## config.mk

```make
export PLATFORM = sky130hd
export DESIGN_NAME = apb_shared_master_arb
export DESIGN_NICKNAME = d
export VERILOG_FILES = /design/src/rtl/apb_shared_master_arb.sv
export SDC_FILE = /design/constraint.sdc
export NUM_CORES = 1
export LEC_CHECK = 0
export BUFFER_PORTS_ARGS = -buffer_cell sky130_fd_sc_hd__buf_2
export CAP_MARGIN = 20
export CORE_MARGIN = 2
export CORE_UTILIZATION = 25
export CTS_CLUSTER_SIZE = 16
export DETAILED_ROUTE_END_ITERATION = 7
export PLACE_DENSITY = 0.62
export SYNTH_ARGS = -nofsm -noshare
export SYNTH_HDL_FRONTEND = slang
export SYNTH_SLANG_ARGS = --single-unit
```

## constraint.sdc

```tcl
create_clock -name clk_i -period 6.2 [get_ports clk_i]
set_input_delay 0.93 -clock clk_i [delete_from_list [all_inputs] [get_ports clk_i]]
set_output_delay 0.93 -clock clk_i [all_outputs]
set_load 0.1 [all_outputs]
```

## src/rtl/apb_shared_master_arb.sv

```systemverilog
// Round-robin arbiter sharing one APB master port between NUM_REQ APB requesters.
// Optional PREADY watchdog enabled by defining APB_ARB_TIMEOUT_EN.
module apb_shared_master_arb #(
    parameter int unsigned NUM_REQ        = 4,
    parameter int unsigned APB_ADDR_WIDTH = 12,
    parameter int unsigned APB_DATA_WIDTH = 32,
    parameter int unsigned TIMEOUT_CYCLES = 255
) (
    input  logic                               clk_i,
    input  logic                               rst_i,
    input  logic [NUM_REQ-1:0]                 req_psel_i,
    input  logic [NUM_REQ-1:0]                 req_penable_i,
    input  logic [NUM_REQ-1:0]                 req_pwrite_i,
    input  logic [NUM_REQ*APB_ADDR_WIDTH-1:0]  req_paddr_i,
    input  logic [NUM_REQ*APB_DATA_WIDTH-1:0]  req_pwdata_i,
    output logic [APB_DATA_WIDTH-1:0]          req_prdata_o,
    output logic [NUM_REQ-1:0]                 req_pready_o,
    output logic [NUM_REQ-1:0]                 req_pslverr_o,
    output logic [NUM_REQ-1:0]                 grant_o,
    output logic                               mst_psel_o,
    output logic                               mst_penable_o,
    output logic                               mst_pwrite_o,
    output logic [APB_ADDR_WIDTH-1:0]          mst_paddr_o,
    output logic [APB_DATA_WIDTH-1:0]          mst_pwdata_o,
    input  logic [APB_DATA_WIDTH-1:0]          mst_prdata_i,
    input  logic                               mst_pready_i,
    input  logic                               mst_pslverr_i
);

    localparam int unsigned IDXW = $clog2(NUM_REQ);

    typedef enum logic [1:0] {
        IDLE,
        SETUP,
        ACCESS
    } state_t;

    state_t                    state;
    logic [IDXW-1:0]           last;
    logic [IDXW-1:0]           winner;
    logic [IDXW-1:0]           cand;
    logic                      found;
    logic                      tmo_hit;
    logic                      xfer_done;
    logic [APB_ADDR_WIDTH-1:0] paddr_arr [NUM_REQ];
    logic [APB_DATA_WIDTH-1:0] pwdata_arr [NUM_REQ];

    // Requester PENABLE carries no information the arbiter needs.
    logic penable_unused;
    assign penable_unused = ^req_penable_i;

    for (genvar g = 0; g < NUM_REQ; g++) begin : g_unpack
        assign paddr_arr[g]  = req_paddr_i[g*APB_ADDR_WIDTH +: APB_ADDR_WIDTH];
        assign pwdata_arr[g] = req_pwdata_i[g*APB_DATA_WIDTH +: APB_DATA_WIDTH];
    end

    // Search starts just after the previous owner, so the previous owner is checked last.
    always_comb begin
        found  = 1'b0;
        winner = last;
        cand   = last;
        for (int unsigned i = 1; i <= NUM_REQ; i++) begin
            cand = IDXW'((32'(last) + i) % NUM_REQ);
            if (!found && req_psel_i[cand]) begin
                found  = 1'b1;
                winner = cand;
            end
        end
    end

`ifdef APB_ARB_TIMEOUT_EN
    localparam int unsigned TW = $clog2(TIMEOUT_CYCLES + 1);

    logic [TW-1:0] tmo_cnt;

    assign tmo_hit = (state == ACCESS) && !mst_pready_i && (tmo_cnt == TW'(TIMEOUT_CYCLES));

    always_ff @(posedge clk_i or posedge rst_i) begin
        if (rst_i) begin
            tmo_cnt <= '0;
        end else if (state == SETUP) begin
            tmo_cnt <= '0;
        end else if (state == ACCESS && !mst_pready_i && !tmo_hit) begin
            tmo_cnt <= tmo_cnt + 1'b1;
        end
    end
`else
    localparam int unsigned timeout_unused = TIMEOUT_CYCLES;

    assign tmo_hit = 1'b0;
`endif

    assign xfer_done = (state == ACCESS) && (mst_pready_i || tmo_hit);

    // Response path is combinational so the requester completes in the slave's PREADY cycle.
    always_comb begin
        req_pready_o  = '0;
        req_pslverr_o = '0;
        req_prdata_o  = '0;
        if (xfer_done) begin
            req_pready_o  = grant_o;
            req_pslverr_o = grant_o & {NUM_REQ{mst_pready_i ? mst_pslverr_i : 1'b1}};
        end
        if (state == ACCESS && mst_pready_i) begin
            req_prdata_o = mst_prdata_i;
        end
    end

    always_ff @(posedge clk_i or posedge rst_i) begin
        if (rst_i) begin
            state         <= IDLE;
            last          <= IDXW'(NUM_REQ - 1);
            grant_o       <= '0;
            mst_psel_o    <= 1'b0;
            mst_penable_o <= 1'b0;
            mst_pwrite_o  <= 1'b0;
            mst_paddr_o   <= '0;
            mst_pwdata_o  <= '0;
        end else begin
            case (state)
                IDLE: begin
                    if (found) begin
                        grant_o      <= NUM_REQ'(1) << winner;
                        last         <= winner;
                        mst_paddr_o  <= paddr_arr[winner];
                        mst_pwdata_o <= pwdata_arr[winner];
                        mst_pwrite_o <= req_pwrite_i[winner];
                        mst_psel_o   <= 1'b1;
                        state        <= SETUP;
                    end
                end
                SETUP: begin
                    mst_penable_o <= 1'b1;
                    state         <= ACCESS;
                end
                ACCESS: begin
                    if (xfer_done) begin
                        grant_o       <= '0;
                        mst_psel_o    <= 1'b0;
                        mst_penable_o <= 1'b0;
                        state         <= IDLE;
                    end
                end
                default: begin
                    state <= IDLE;
                end
            endcase
        end
    end

endmodule

```

**Yosys cells after proc, flatten, opt, wreduce, memory -nomap -nowiden**

Cells that the tools add are included.

- Bits in registers: 55
- Input port bits: 224
- Output and inout port bits: 91
- Word-level logic and storage cells: 77

- Add/subtract/negate cells: 4
- Magnitude comparators: 6
- Equal/unequal tests: 4
- Shift operators: 1
- Muxes and demuxes: 38
- Bitwise operators: 2
- Reductions and logical operators: 14

Operator list:

| cell | count |
|---|---|
| 32-bit two-way mux | 3 |
| 32-bit binary-select mux with 2-bit select | 1 |
| 12-bit binary-select mux with 2-bit select | 1 |
| 12-bit two-way mux | 2 |
| 4-bit two-way mux | 4 |
| 2-bit by 3-bit less-than comparator with 1-bit output, second input constant | 5 |
| 1-bit two-way mux | 12 |
| 2-bit two-way mux | 6 |
| 1-bit binary-select mux with 2-bit select | 5 |
| 4-bit one-hot mux with 2 select lines | 1 |
| 2-bit one-hot mux with 3 select lines | 1 |
| 2-bit AND reduction | 3 |
| 2-bit by 1-bit adder with 2-bit output, second input constant | 2 |
| 2-bit adder, second input constant | 2 |
| 4-bit AND | 1 |
| 1-bit logical AND | 4 |
| 2-bit inequality test, second input constant | 2 |
| 1-bit one-hot mux with 2 select lines | 2 |
| 2-bit nonzero test | 2 |
| 1-bit by 2-bit << shifter with 4-bit output, first input constant | 1 |
| 3-bit >= comparator, second input constant | 1 |
| 1-bit logical NOT | 3 |
| 2-bit NOT with 3-bit output | 1 |
| 3-bit AND reduction | 1 |
| other kinds (3) | 3 |

**Logic depth before layout (Yosys ltp)**

- Depth in word-level cells: 17
- Mapped depth: 9
- Mapped depth without buffers: 6

**Worst setup path before layout**

No wires, ideal clock.

- Path type: input-to-output
- Start: in mst_pready_i
- End: out req_pslverr_o[0]
- Data arrival time: 2,301 ps
- Required time: 5,270 ps
- Setup slack: 2,969 ps
- Stages on the path: 4
- Buffers on the path: 1
- Cell sequence: inv_1 -> nor3b_1 -> clkbuf_1 -> and3_1

- Longest elaborated chain between the ends: 3
- Elaborated cells on any way between the ends: 4
- Classes of those cells: mux: 2; bitwise: 1; reduce/logical: 1

RTL lines:

| item | line | source |
|---|---|---|
| start: declaration | 26 | `input logic mst_pready_i,` |
| 1-bit two-way mux | 102 | `req_pslverr_o = grant_o & {NUM_REQ{mst_pready_i ? mst_pslverr_i : 1'b1}};` |
| 4-bit AND | 102 |  |
| 4-bit two-way mux * | 100 | `if (xfer_done) begin` |
| end: declaration | 18 | `output logic [NUM_REQ-1:0] req_pslverr_o,` |

Mark *: on every way between the ends. The rest lies on a longest branch, timed or not.

**Worst setup path after layout**

- Start: in mst_pready_i
- End: out req_pslverr_o[2]

The elaborated chain is that of the path after synthesis.

==> results.md <==
- H-Tree Depth: 2
- First-pass GRT wire length: 23600 microns
- Most frequent CP cell: buf_2
- Sw Pwr: 2.41 mW
- Post-CTS Setup Repair Bufs: 0
- Gate power share: 75.3%
- Biggest area consumer among synthesized cells: dfrtp_1
- Synth unique cells: 35
- Die Y: 130 microns
- CORE AREA: 15800 sq um
- Worst slew pin tran: 1050 ps
- Vias per cell: 5.17
- Clock Latency Late Sink: 300 ps
- Critical path startpoint category: primary input
- Crit path kind: in2out
- ANT cells: 0
- Wire per inst: 18.0 microns
- Final min period: 3070 ps
- Switch share: 63.3%
- Syn Nets: 641
- Fraction of layout cells with a size suffix above 1: 51.7%
- Flop pwr share: 17.1%
- Slowest stage delay, CP: 420 ps
- Syn Area/Cell: 9.58 sq um
- Power after layout: 3.81 mW
- Hold Vio Cnt, Final: 0
- CP arrival: 2140 ps
- Slew HR: 29.5%
- VDD IR max: 0.314 mV
- Drt total wl: 16300 microns
- Register bit total from synthesis: 55
- Sink Count: 55
- Reg2Reg Depth: 5
- Chip width: 130 microns
- Critical path peak fanout: 40
- Detail Placement HPWL: 11000 microns
- Clk buf depth: 2
- GRT overflow: 0
- Residual DRC: 0
- Fin crit share: 49.5%
- Pwr dens: 648 nW/um^2
- Fmax: 0.326 GHz
- Status: complete, no violations
- Post-route ant nets: 0
- Largest delay share family, worst path: buffers and inverters
- Filler cells: 1670
- FP Rows: 46
- CTS buffer count: 5
- CP max-delay cell: buf_2
- Max cap viols: 0
- Share of flip-flops with an asynchronous set or reset: 100%
- Initial Utilization: 25.3%
- Synth top area cells: dfrtp_1, a221o_1, o31ai_1
- Critical-path cell list: buf_2 > inv_1 > nor3b_2 > buf_4 > and3_1 > buf_2
- Top cell type's share of synthesized area: 33.2%
- Final Max Tran Viols: 0
- Cells after Synth: 417
- RSZ-0062 raised after global routing: no
- Total Routing Usage GR: 17.9%
- Clock root buffer: clkbuf_16
- Ports: 315
- Crit Reg-Reg Startpoint: last[0]$_DFFE_PP1P_
- Clock power frac: 7.6%
- Crit. End Element: output pin
- Post-CTS sizing: 0
- Worst reg2reg path endpoint: mst_pwdata_o[23]$_DFFE_PP0P_
- Hold EP: mst_psel_o$_DFFE_PP0P_
- CTS tree: yes
- GPL Wtd Cong: 0.750
- IO Port Bufs: 310
- HP Start: mst_psel_o$_DFFE_PP0P_
- Count leader, synth: dfrtp_1
- Total iterations of the first detailed-routing run: 5
- Antenna violations before repair: 0
- Setup TNS: 0 ps
- Clock-pin slew on the worst setup and hold paths: 70 ps
- Setup violators final: 0
- 1st-iter DRT viols: 235
- Leakage power: 3.04 nW
- Vias after detailed routing: 4695
- Worst setup startpoint: mst_pready_i
- Post-Syn Area: 3990 sq um
- Pin count of the biggest net entering global routing: 56
- Cell Int Power: 1.40 mW
- Register area share after synthesis: 34.5%
- Worst Path Buf+Inv: 4
- Die ar.: 17000 sq um
- WP data required: 5270 ps
- Top FF cell, synth: dfrtp_1
- Hold path depth: 2
- Vias in the first global route: 4438
- Final net count: 915
- Min-Delay Path Class: reg2reg
- P&R area growth vs syn: 47.2%
- Clock Skew: 6.53 ps
- Post-CTS Hold Buffers: 0
- R2R setup slack: 3570 ps
- Synth top cells by count: dfrtp_1, a21oi_1, a221o_1, nand4_1, o31ai_1
- Ys Warns: 0
- Number of flops mapped to enable cells by yosys: 0
==> worst max-delay path by stage <==
| stage | endpoint | slack, ps | cells after the start |
|---|---|---|---|
| 3_5_place_dp | mst_pwdata_o[26]$_DFFE_PP0P_ | 2360 | 7 |
| 6_report | req_pslverr_o[2] | 3130 | 6 |
| 2_1_floorplan | req_pslverr_o[0] | 2970 | 4 |
| 4_1_cts | mst_pwdata_o[25]$_DFFE_PP0P_ | 2700 | 7 |
| 3_3_place_gp | mst_pwdata_o[26]$_DFFE_PP0P_ | 2370 | 7 |
| 5_1_grt | req_pslverr_o[1] | 3040 | 6 |
==> state kept, by name (all words and copies together) (netlist names) <==
signal / count
mst_pwdata_o: 32
last: 2
mst_penable_o: 1
grant_o: 4
mst_paddr_o: 12
mst_pwrite_o: 1
state: 2
mst_psel_o: 1
==> worst register-to-register path, stage by stage, from the launching register on <==
cell     delay, ps
dfstp_2        570
and2_2         840
nor3_4         180
buf_12         250
mux2_1         350
a221o_1        330
==> power groups by stage <==
stage	clock network, mW	registers [mW]	logic (mW)
after global placement	0	0.655	2.83
after detailed placement	0	0.653	2.85
after global routing	0.315	0.676	3.02
after CTS	0.305	0.652	2.85
after floorplan	0	1.75	1.21
final	0.290	0.652	2.87
==> layer usage <==
metal | global-route usage, % | wire length, microns | vias to the layer above
li1 | - | - | 2195
met3 | 4.23 | 1350 | 21
met2 | 32.8 | 8010 | 267
met1 | 21.0 | 6720 | 2212
met4 | 5.01 | 247 | 0
met5 | 0 | 0 | -
==> through the flow <==
step | std cells | area [sq um] | setup WS, ps | utilization (%) | hold slack [ps]
CTS | 906 | 5840 | 2700 | 37.0 | 483
global route | 908 | 5880 | 3040 | 37.3 | 508
detailed placement | 898 | 5700 | 2360 | 36.1 | 463
global placement | 898 | 5700 | 2370 | 36.1 | 456
floorplan | 417 | 3990 | 2970 | - | 475
finish | 908 | 5880 | 3130 | 37.3 | 482
==> layout by cell type (no fill, tap or decap), types with 3 or more instances in the layout <==
| cell | synthesis | final |
|---|---|---|
| a21oi_1 | 46 | 45 |
| a221o_1 | 45 | 45 |
| and2_1 | 37 | 36 |
| and3_1 | 5 | 5 |
| buf_2 | 9 | 310 |
| buf_4 | 1 | 7 |
| clkbuf_16 | 0 | 5 |
| dfrtp_1 | 53 | 53 |
| mux2_1 | 29 | 29 |
| mux2_4 | 16 | 16 |
| nand2_1 | 6 | 5 |
| nand3_1 | 4 | 3 |
| nand4_1 | 45 | 45 |
| nor2_1 | 5 | 5 |
| o21ai_0 | 4 | 4 |
| o31ai_1 | 45 | 45 |
==> area by class of cell <==
| cell class | count | area [sq um] | area share (%) |
|---|---|---|---|
| timing repair buffer | 320 | 1670 | 28.3 |
| tap | 216 | 270 | 4.60 |
| multi-input combinational | 306 | 2410 | 41.0 |
| clock buffer | 7 | 133 | 2.26 |
| clock inverter | 1 | 7.51 | 0.128 |
| inverter | 3 | 11.3 | 0.191 |
| sequential | 55 | 1380 | 23.4 |
==> logic make-up after synthesis <==
logic type      count (synthesis)  synth area share [%]
compound gates                149                  28.0
simple gates                  111                  16.8
buf+inv                        56                  6.20
flops                          55                  34.5
mux                            46                  14.5
Note: power is estimated with default switching activity, not from simulation.
